**config.mk**
```make
export PLATFORM = sky130hd
export DESIGN_NAME = fp_cikarma_flat
export DESIGN_NICKNAME = d
export VERILOG_FILES = /design/src/rtl/fp_cikarma_if.sv /design/src/rtl/fp_cikarma.sv /design/src/flat_wrapper.sv
export SDC_FILE = /design/constraint.sdc
export NUM_CORES = 1
export LEC_CHECK = 0
export ABC_AREA = 1
export CORE_MARGIN = 3
export CORE_UTILIZATION = 23
export CTS_CLUSTER_SIZE = 25
export DETAILED_ROUTE_END_ITERATION = 6
export SLEW_MARGIN = 20
export SYNTH_ARGS = -nofsm -noshare
export SYNTH_HDL_FRONTEND = slang
export SYNTH_SLANG_ARGS = --single-unit
```
**constraint.sdc**
```tcl
create_clock -name clk_i -period 4.85 [get_ports clk_i]
set_clock_uncertainty 0.1 [all_clocks]
set_input_delay 1.455 -clock clk_i [delete_from_list [all_inputs] [get_ports clk_i]]
set_output_delay 1.455 -clock clk_i [all_outputs]
set_load 0.01 [all_outputs]
```
**src/rtl/fp_cikarma_if.sv**
```systemverilog
// fp_cikarma_if: start/operand/result bundle for fp_cikarma; master drives en_i/g1_i/g2_i, slave returns fark_o/gecerli_o/mesgul_o
interface fp_cikarma_if #(parameter int b = 32);
  logic en_i;
  logic [b-1:0] g1_i;
  logic [b-1:0] g2_i;
  logic [b-1:0] fark_o;
  logic gecerli_o;
  logic mesgul_o;
  modport master(output en_i, g1_i, g2_i, input fark_o, gecerli_o, mesgul_o);
  modport slave(input en_i, g1_i, g2_i, output fark_o, gecerli_o, mesgul_o);
endinterface

```
**src/rtl/fp_cikarma.sv**
```systemverilog
// fp_cikarma: multi-cycle IEEE-754 subtractor fark_o = g1_i - g2_i; ports clk_i, rst_i, bus (fp_cikarma_if.slave); FP_CIKARMA_RNE_EN selects RNE, else truncate
module fp_cikarma #(
  parameter int b = 32,
  parameter int e = 8,
  parameter int m = 23
) (
  input logic clk_i,
  input logic rst_i,
  fp_cikarma_if.slave bus
);
  localparam int w = m + 5;
  localparam logic signed [e+1:0] emax = (e+2)'((1 << e) - 1);
  typedef enum logic [2:0] {IDLE, HIZALA, ISLEM, NORMAL, YUVARLA} state_t;
  state_t st, st_n;
  logic [b-1:0] a_r, b_r, fark, spec_v, x, y, res;
  logic [w-1:0] ma, mb, xm, ym, ys;
  logic [e-1:0] e1, e2, d;
  logic signed [e+1:0] ex, ef;
  logic [m+1:0] rn;
  logic [m-1:0] fr;
  logic sg, sub, zero, gecerli, nan, z1, z2, spec, swap, up, ovf;
  assign e1 = bus.g1_i[b-2:m];
  assign e2 = bus.g2_i[b-2:m];
  assign nan = &e1 | &e2;
  assign z1 = ~|e1;
  assign z2 = ~|e2;
  assign spec = nan | z1 | z2;
  assign bus.fark_o = fark;
  assign bus.gecerli_o = gecerli;
  assign bus.mesgul_o = st != IDLE;
  always_comb begin
    spec_v = nan ? {1'b0, {e{1'b1}}, 1'b1, {(m-1){1'b0}}} :
             (z1 & z2) ? '0 :
             z1 ? {~bus.g2_i[b-1], bus.g2_i[b-2:0]} : bus.g1_i;
    swap = b_r[b-2:0] > a_r[b-2:0];
    x = swap ? b_r : a_r;
    y = swap ? a_r : b_r;
    xm = {2'b01, x[m-1:0], 3'b000};
    ym = {2'b01, y[m-1:0], 3'b000};
    d = x[b-2:m] - y[b-2:m];
    ys = (int'(d) >= m + 3) ? w'(1) :
         ((ym >> d) | w'(|(ym & ~({w{1'b1}} << d))));
`ifdef FP_CIKARMA_RNE_EN
    up = ma[2] & (ma[1] | ma[0] | ma[3]);
`else
    up = 1'b0;
`endif
    rn = {1'b0, ma[m+3:3]} + (m+2)'(up);
    ovf = rn[m+1];
    fr = ovf ? rn[m:1] : rn[m-1:0];
    ef = ex + {{(e+1){1'b0}}, ovf};
    res = (zero || ef <= 0) ? '0 :
          (ef >= emax) ? {sg, {e{1'b1}}, {m{1'b0}}} : {sg, ef[e-1:0], fr};
  end
  always_comb begin
    st_n = st;
    case (st)
      IDLE:    st_n = (bus.en_i && !spec) ? HIZALA : IDLE;
      HIZALA:  st_n = ISLEM;
      ISLEM:   st_n = NORMAL;
      NORMAL:  st_n = (ma == '0 || ma[w-1] || ma[w-2]) ? YUVARLA : NORMAL;
      default: st_n = IDLE;
    endcase
  end
  always_ff @(posedge clk_i) begin
    gecerli <= 1'b0;
    case (st)
      IDLE: if (bus.en_i) begin
        a_r <= bus.g1_i;
        b_r <= {~bus.g2_i[b-1], bus.g2_i[b-2:0]};
        zero <= 1'b0;
        if (spec) begin
          fark <= spec_v;
          gecerli <= 1'b1;
        end
      end
      HIZALA: begin
        ma <= xm;
        mb <= ys;
        ex <= {2'b00, x[b-2:m]};
        sg <= x[b-1];
        sub <= x[b-1] ^ y[b-1];
      end
      ISLEM: ma <= sub ? ma - mb : ma + mb;
      NORMAL: if (ma == '0) zero <= 1'b1;
        else if (ma[w-1]) begin
          ma <= {1'b0, ma[w-1:2], ma[1] | ma[0]};
          ex <= ex + 1'b1;
        end else if (!ma[w-2]) begin
          ma <= ma << 1;
          ex <= ex - 1'b1;
        end
      YUVARLA: begin
        fark <= res;
        gecerli <= 1'b1;
      end
      default: ;
    endcase
    st <= st_n;
    if (rst_i) begin
      st <= IDLE;
      fark <= '0;
      gecerli <= 1'b0;
    end
  end
endmodule
```
**src/flat_wrapper.sv**
```systemverilog
// flat-port wrapper written by rule: the top's interface ports become plain ports
module fp_cikarma_flat 
#(
  parameter int b = 32,
  parameter int e = 8,
  parameter int m = 23
)
  (clk_i, rst_i, bus_en_i, bus_g1_i, bus_g2_i, bus_fark_o, bus_gecerli_o, bus_mesgul_o);
  fp_cikarma_if #(.b(b)) bus_i ();
  input logic clk_i;
  input logic rst_i;
  input wire logic [$bits(bus_i.en_i)-1:0] bus_en_i;
  input wire logic [$bits(bus_i.g1_i)-1:0] bus_g1_i;
  input wire logic [$bits(bus_i.g2_i)-1:0] bus_g2_i;
  output wire logic [$bits(bus_i.fark_o)-1:0] bus_fark_o;
  output wire logic [$bits(bus_i.gecerli_o)-1:0] bus_gecerli_o;
  output wire logic [$bits(bus_i.mesgul_o)-1:0] bus_mesgul_o;
  assign bus_i.en_i = bus_en_i;
  assign bus_i.g1_i = bus_g1_i;
  assign bus_i.g2_i = bus_g2_i;
  assign bus_fark_o = bus_i.fark_o;
  assign bus_gecerli_o = bus_i.gecerli_o;
  assign bus_mesgul_o = bus_i.mesgul_o;
  fp_cikarma #(.b(b), .e(e), .m(m)) u_core (.clk_i(clk_i), .rst_i(rst_i), .bus(bus_i));
endmodule
```
==> flow_summary.json <==
{
  "worst_setup_path_start_kind": "flip-flop",
  "grt_pass1_wl_mm": 74.1,
  "count_of_clock_tree_sinks": 168,
  "wl_per_cell_um": 18.7,
  "drt-total-wl_mm": 48.8,
  "first_pass_iters": 7,
  "top_cells_by_area_in_the_synthesized_netlist": "sky130_fd_sc_hd__edfxtp_1, sky130_fd_sc_hd__nand2_1, sky130_fd_sc_hd__ha_1",
  "power_per_cell_area_nw_per_um2": 434,
  "design.die.area_um2": 58500,
  "cp_common_cell": "sky130_fd_sc_hd__nand2_1",
  "cell_internal_pwr_mw": 3.61,
  "floorplan.io_pins": 101,
  "vias_in_the_first_global_route": 12100,
  "crit_required_ns": 4.90,
  "cts.path.max_buffers": 2,
  "postSynthNetCount": 1908,
  "via_per_inst": 4.90,
  "combinationalPowerShare_pct": 48.6,
  "synthesis.area_per_instance_um2": 7.23,
  "antenna_cells_inserted": 0,
  "timing.final.max_slew_violations": 0,
  "antenna_violating_nets_post_route": 0,
  "netlist-cell-type-count": 58,
  "mostFrequentLayoutCell": "sky130_fd_sc_hd__nand2_1",
  "htree_levels": 4,
  "track_usage_pct": 16.3,
  "path_delay_family": "simple AND/OR/NAND/NOR gates",
  "timing.critical_path.slowest_cell_delay_ns": 0.53,
  "chipWidth_um": 242,
  "synth.ff_latch_count": 168,
  "cts_hold_repair.buffers": 0,
  "max_cap_violations": 0,
  "overflow_left_after_global_routing": 0,
  "switching_share_pct": 45.9,
  "gp_congestion": 0.959,
  "maximum_number_of_pins_on_one_net_before_global_route_repair": 65,
  "clkPwrFrac_pct": 21.7,
  "seq_power_share_pct": 29.8,
  "clock_insertion_delay_worst_skew_ns": 0.43,
  "summed_instance_area_of_the_synthesized_netlist_um2": 12800,
  "layout.cells.most_common_list": "sky130_fd_sc_hd__nand2_1, sky130_fd_sc_hd__inv_1, sky130_fd_sc_hd__nand3_1, sky130_fd_sc_hd__edfxtp_1, sky130_fd_sc_hd__nor2_1",
  "die_h_um": 242,
  "tightest_slew_ns": 1.10,
  "period_minus_slack_ns": 4.47,
  "port_buffers": 100,
  "synthDominantCellAreaShare_pct": 31.0,
  "setup_violations": 0,
  "timing.final.hold_violations": 0,
  "finalNetCount": 1996,
  "cts_tree": "yes",
  "syn_inst": 1771,
  "clock_input_transition_at_the_sequential_cells_of_the_worst_setup_and_hold_paths_ns": 0.07,
  "timing.critical_path.fanout_max": 6,
  "drt_first_iter_violations": 1375,
  "total_leakage_power_nw": 6.60,
  "start_util_pct": 23.5,
  "drc_errors": 0,
  "worst_setup_path_end_kind": "flip-flop",
  "grt_setup_unrepaired": "no",
  "run_status": "completed",
  "layout-area-overhead-vs-synth_pct": 19.9,
  "final_util_pct": 28.2,
  "placeableCoreArea_um2": 54500,
  "grt_antenna_before_repair": 1,
  "vdd_ir_drop_max_mv": 0.240,
  "criticalPathCategory": "reg2reg",
  "clock-root-buffer": "sky130_fd_sc_hd__clkbuf_16",
  "dr_total_vias": 12800,
  "cts.repair.resized": 0,
  "fin_setup_tns_ns": 0,
  "yosysSeqAreaShare_pct": 36.6,
  "rows": 85,
  "timing.slew.headroom_pct": 26.4,
  "yosys.area.top_type": "sky130_fd_sc_hd__edfxtp_1",
  "post_route_cells_drive_above_1_share_pct": 6.41,
  "critical_path_arrival_ns": 4.52,
  "net-switching-power_mw": 3.06,
  "cts_setup_buffers": 0,
  "fin_crit_sh_pct": 92.2,
  "cell_with_the_largest_stage_delay_on_the_worst_path": "sky130_fd_sc_hd__edfxtp_1",
  "synth_warnings": 0,
  "hpwl_reported_at_the_end_of_detailed_placement_mm": 38.6,
  "path_buf_inv": 5,
  "tritoncts_buffer_count": 17,
  "min_path_type": "reg2reg",
  "max_clock_freq_mhz": 224
}
-- cell usage after synthesis (all sizes together) --
| cell type | n |
|---|---|
| nand2 | 496 |
| inv | 200 |
| nand3 | 157 |
| nor2 | 140 |
| o21ai | 136 |
| edfxtp | 132 |
| a21oi | 128 |
| ha | 68 |
| clkbuf | 44 |
| a22oi | 36 |
| dfxtp | 36 |
| buf | 23 |
| nand4 | 23 |
| xor2 | 23 |
| nor3 | 20 |
| xnor2 | 15 |
| o211ai | 13 |
| a31oi | 11 |
| o221ai | 11 |
| nor4 | 10 |
| o22ai | 10 |
| or2 | 7 |
| clkinv | 5 |
| o21bai | 5 |
| o21a | 4 |
| and2 | 3 |
| a211oi | 2 |
| fa | 2 |
| nand3b | 2 |
| a21boi | 1 |
| a21o | 1 |
| a311oi | 1 |
| a32o | 1 |
| and3 | 1 |
| o311ai | 1 |
| o31ai | 1 |
| o32ai | 1 |
| or4 | 1 |
-- stage by stage --
stage	std cells	area, µm²	worst slack [ns]	power (mW)	hold slack [ns]
finish	2611	15400	0.378	6.67	0.370
global route	2611	15400	0.0132	7.11	0.408
CTS	2611	15300	0.287	6.63	0.371
detailed placement	2579	14700	0.297	5.19	0.360
global placement	2578	14700	0.0517	5.19	0.356
floorplan	1771	12800	0.983	4.14	0.382
-- worst min-delay path: cells and delay by family, from the launching register on --
| family | cells | cell delay (ns) |
|---|---|---|
| AOI/OAI and AO/OA | 1 | 0.05 |
| DFF | 1 | 0.32 |
| and+or+nand+nor | 1 | 0.06 |
-- metal layers --
metal | vias to the layer above | part of all wire (%) | global-route usage, %
li1 | 6192 | - | -
met1 | 5969 | 42 | 21.4
met2 | 543 | 47 | 27.5
met3 | 87 | 7.2 | 2.16
met4 | 0 | 3.3 | 5.50
met5 | - | 0 | 0
-- final timing paths --
path	start	to	slack (ns)	cells after the start
hold reg to reg	u_core.bus.fark_o[25]$_SDFFE_PP0P_	u_core.bus.fark_o[25]$_SDFFE_PP0P_	0.37	2
setup reg to reg	u_core.mb[0]$_SDFFCE_PP1P_	u_core.ma[25]$_DFFE_PP_	0.38	26
hold / removal	u_core.bus.fark_o[25]$_SDFFE_PP0P_	u_core.bus.fark_o[25]$_SDFFE_PP0P_	0.37	2
setup / recovery	u_core.mb[0]$_SDFFCE_PP1P_	u_core.ma[25]$_DFFE_PP_	0.38	26
-- state kept, by name (all words and copies together), names as in the netlist --
signal and cells:
u_core.ma 28, u_core.bus.fark_o 32, u_core.bus.gecerli_o 1, u_core.a_r 32, u_core.b_r 32, u_core.sg 1, u_core.sub 1, u_core.zero 1
u_core.ex 10, u_core.st 3, u_core.mb 27
-- logic make-up (layout without fill, tap and decap cells) --
kind of cell / Yosys count / count (layout) / share of synthesized area, %
and+or+nand+nor: 860 / 860 / 29.0
AOI/OAI and AO/OA: 363 / 363 / 16.2
buffers and inverters: 272 / 373 / 8.62
DFF: 168 / 168 / 36.6
adders and majority gates: 70 / 70 / 6.96
xor gates and xnor gates: 38 / 38 / 2.66
-- cell type report --
class / count / area (µm²)
Fill cell: 5956 / 39100
Sequential cell: 168 / 4680
Timing Repair Buffer: 136 / 1300
Clock inverter: 14 / 175
Multi-Input combinational cell: 1331 / 7060
Tap cell: 739 / 925
Inverter: 205 / 774
Clock buffer: 18 / 439
-- power groups by stage --
stage	Combinational [mW]	Clock, mW	Sequential [mW]
2_1_floorplan	2.21	0	1.93
3_3_place_gp	3.18	0	2.01
3_5_place_dp	3.18	0	2.01
4_1_cts	3.19	1.46	1.98
5_1_grt	3.59	1.52	2.00
6_report	3.24	1.45	1.98
(Power assumes the default switching activity.)
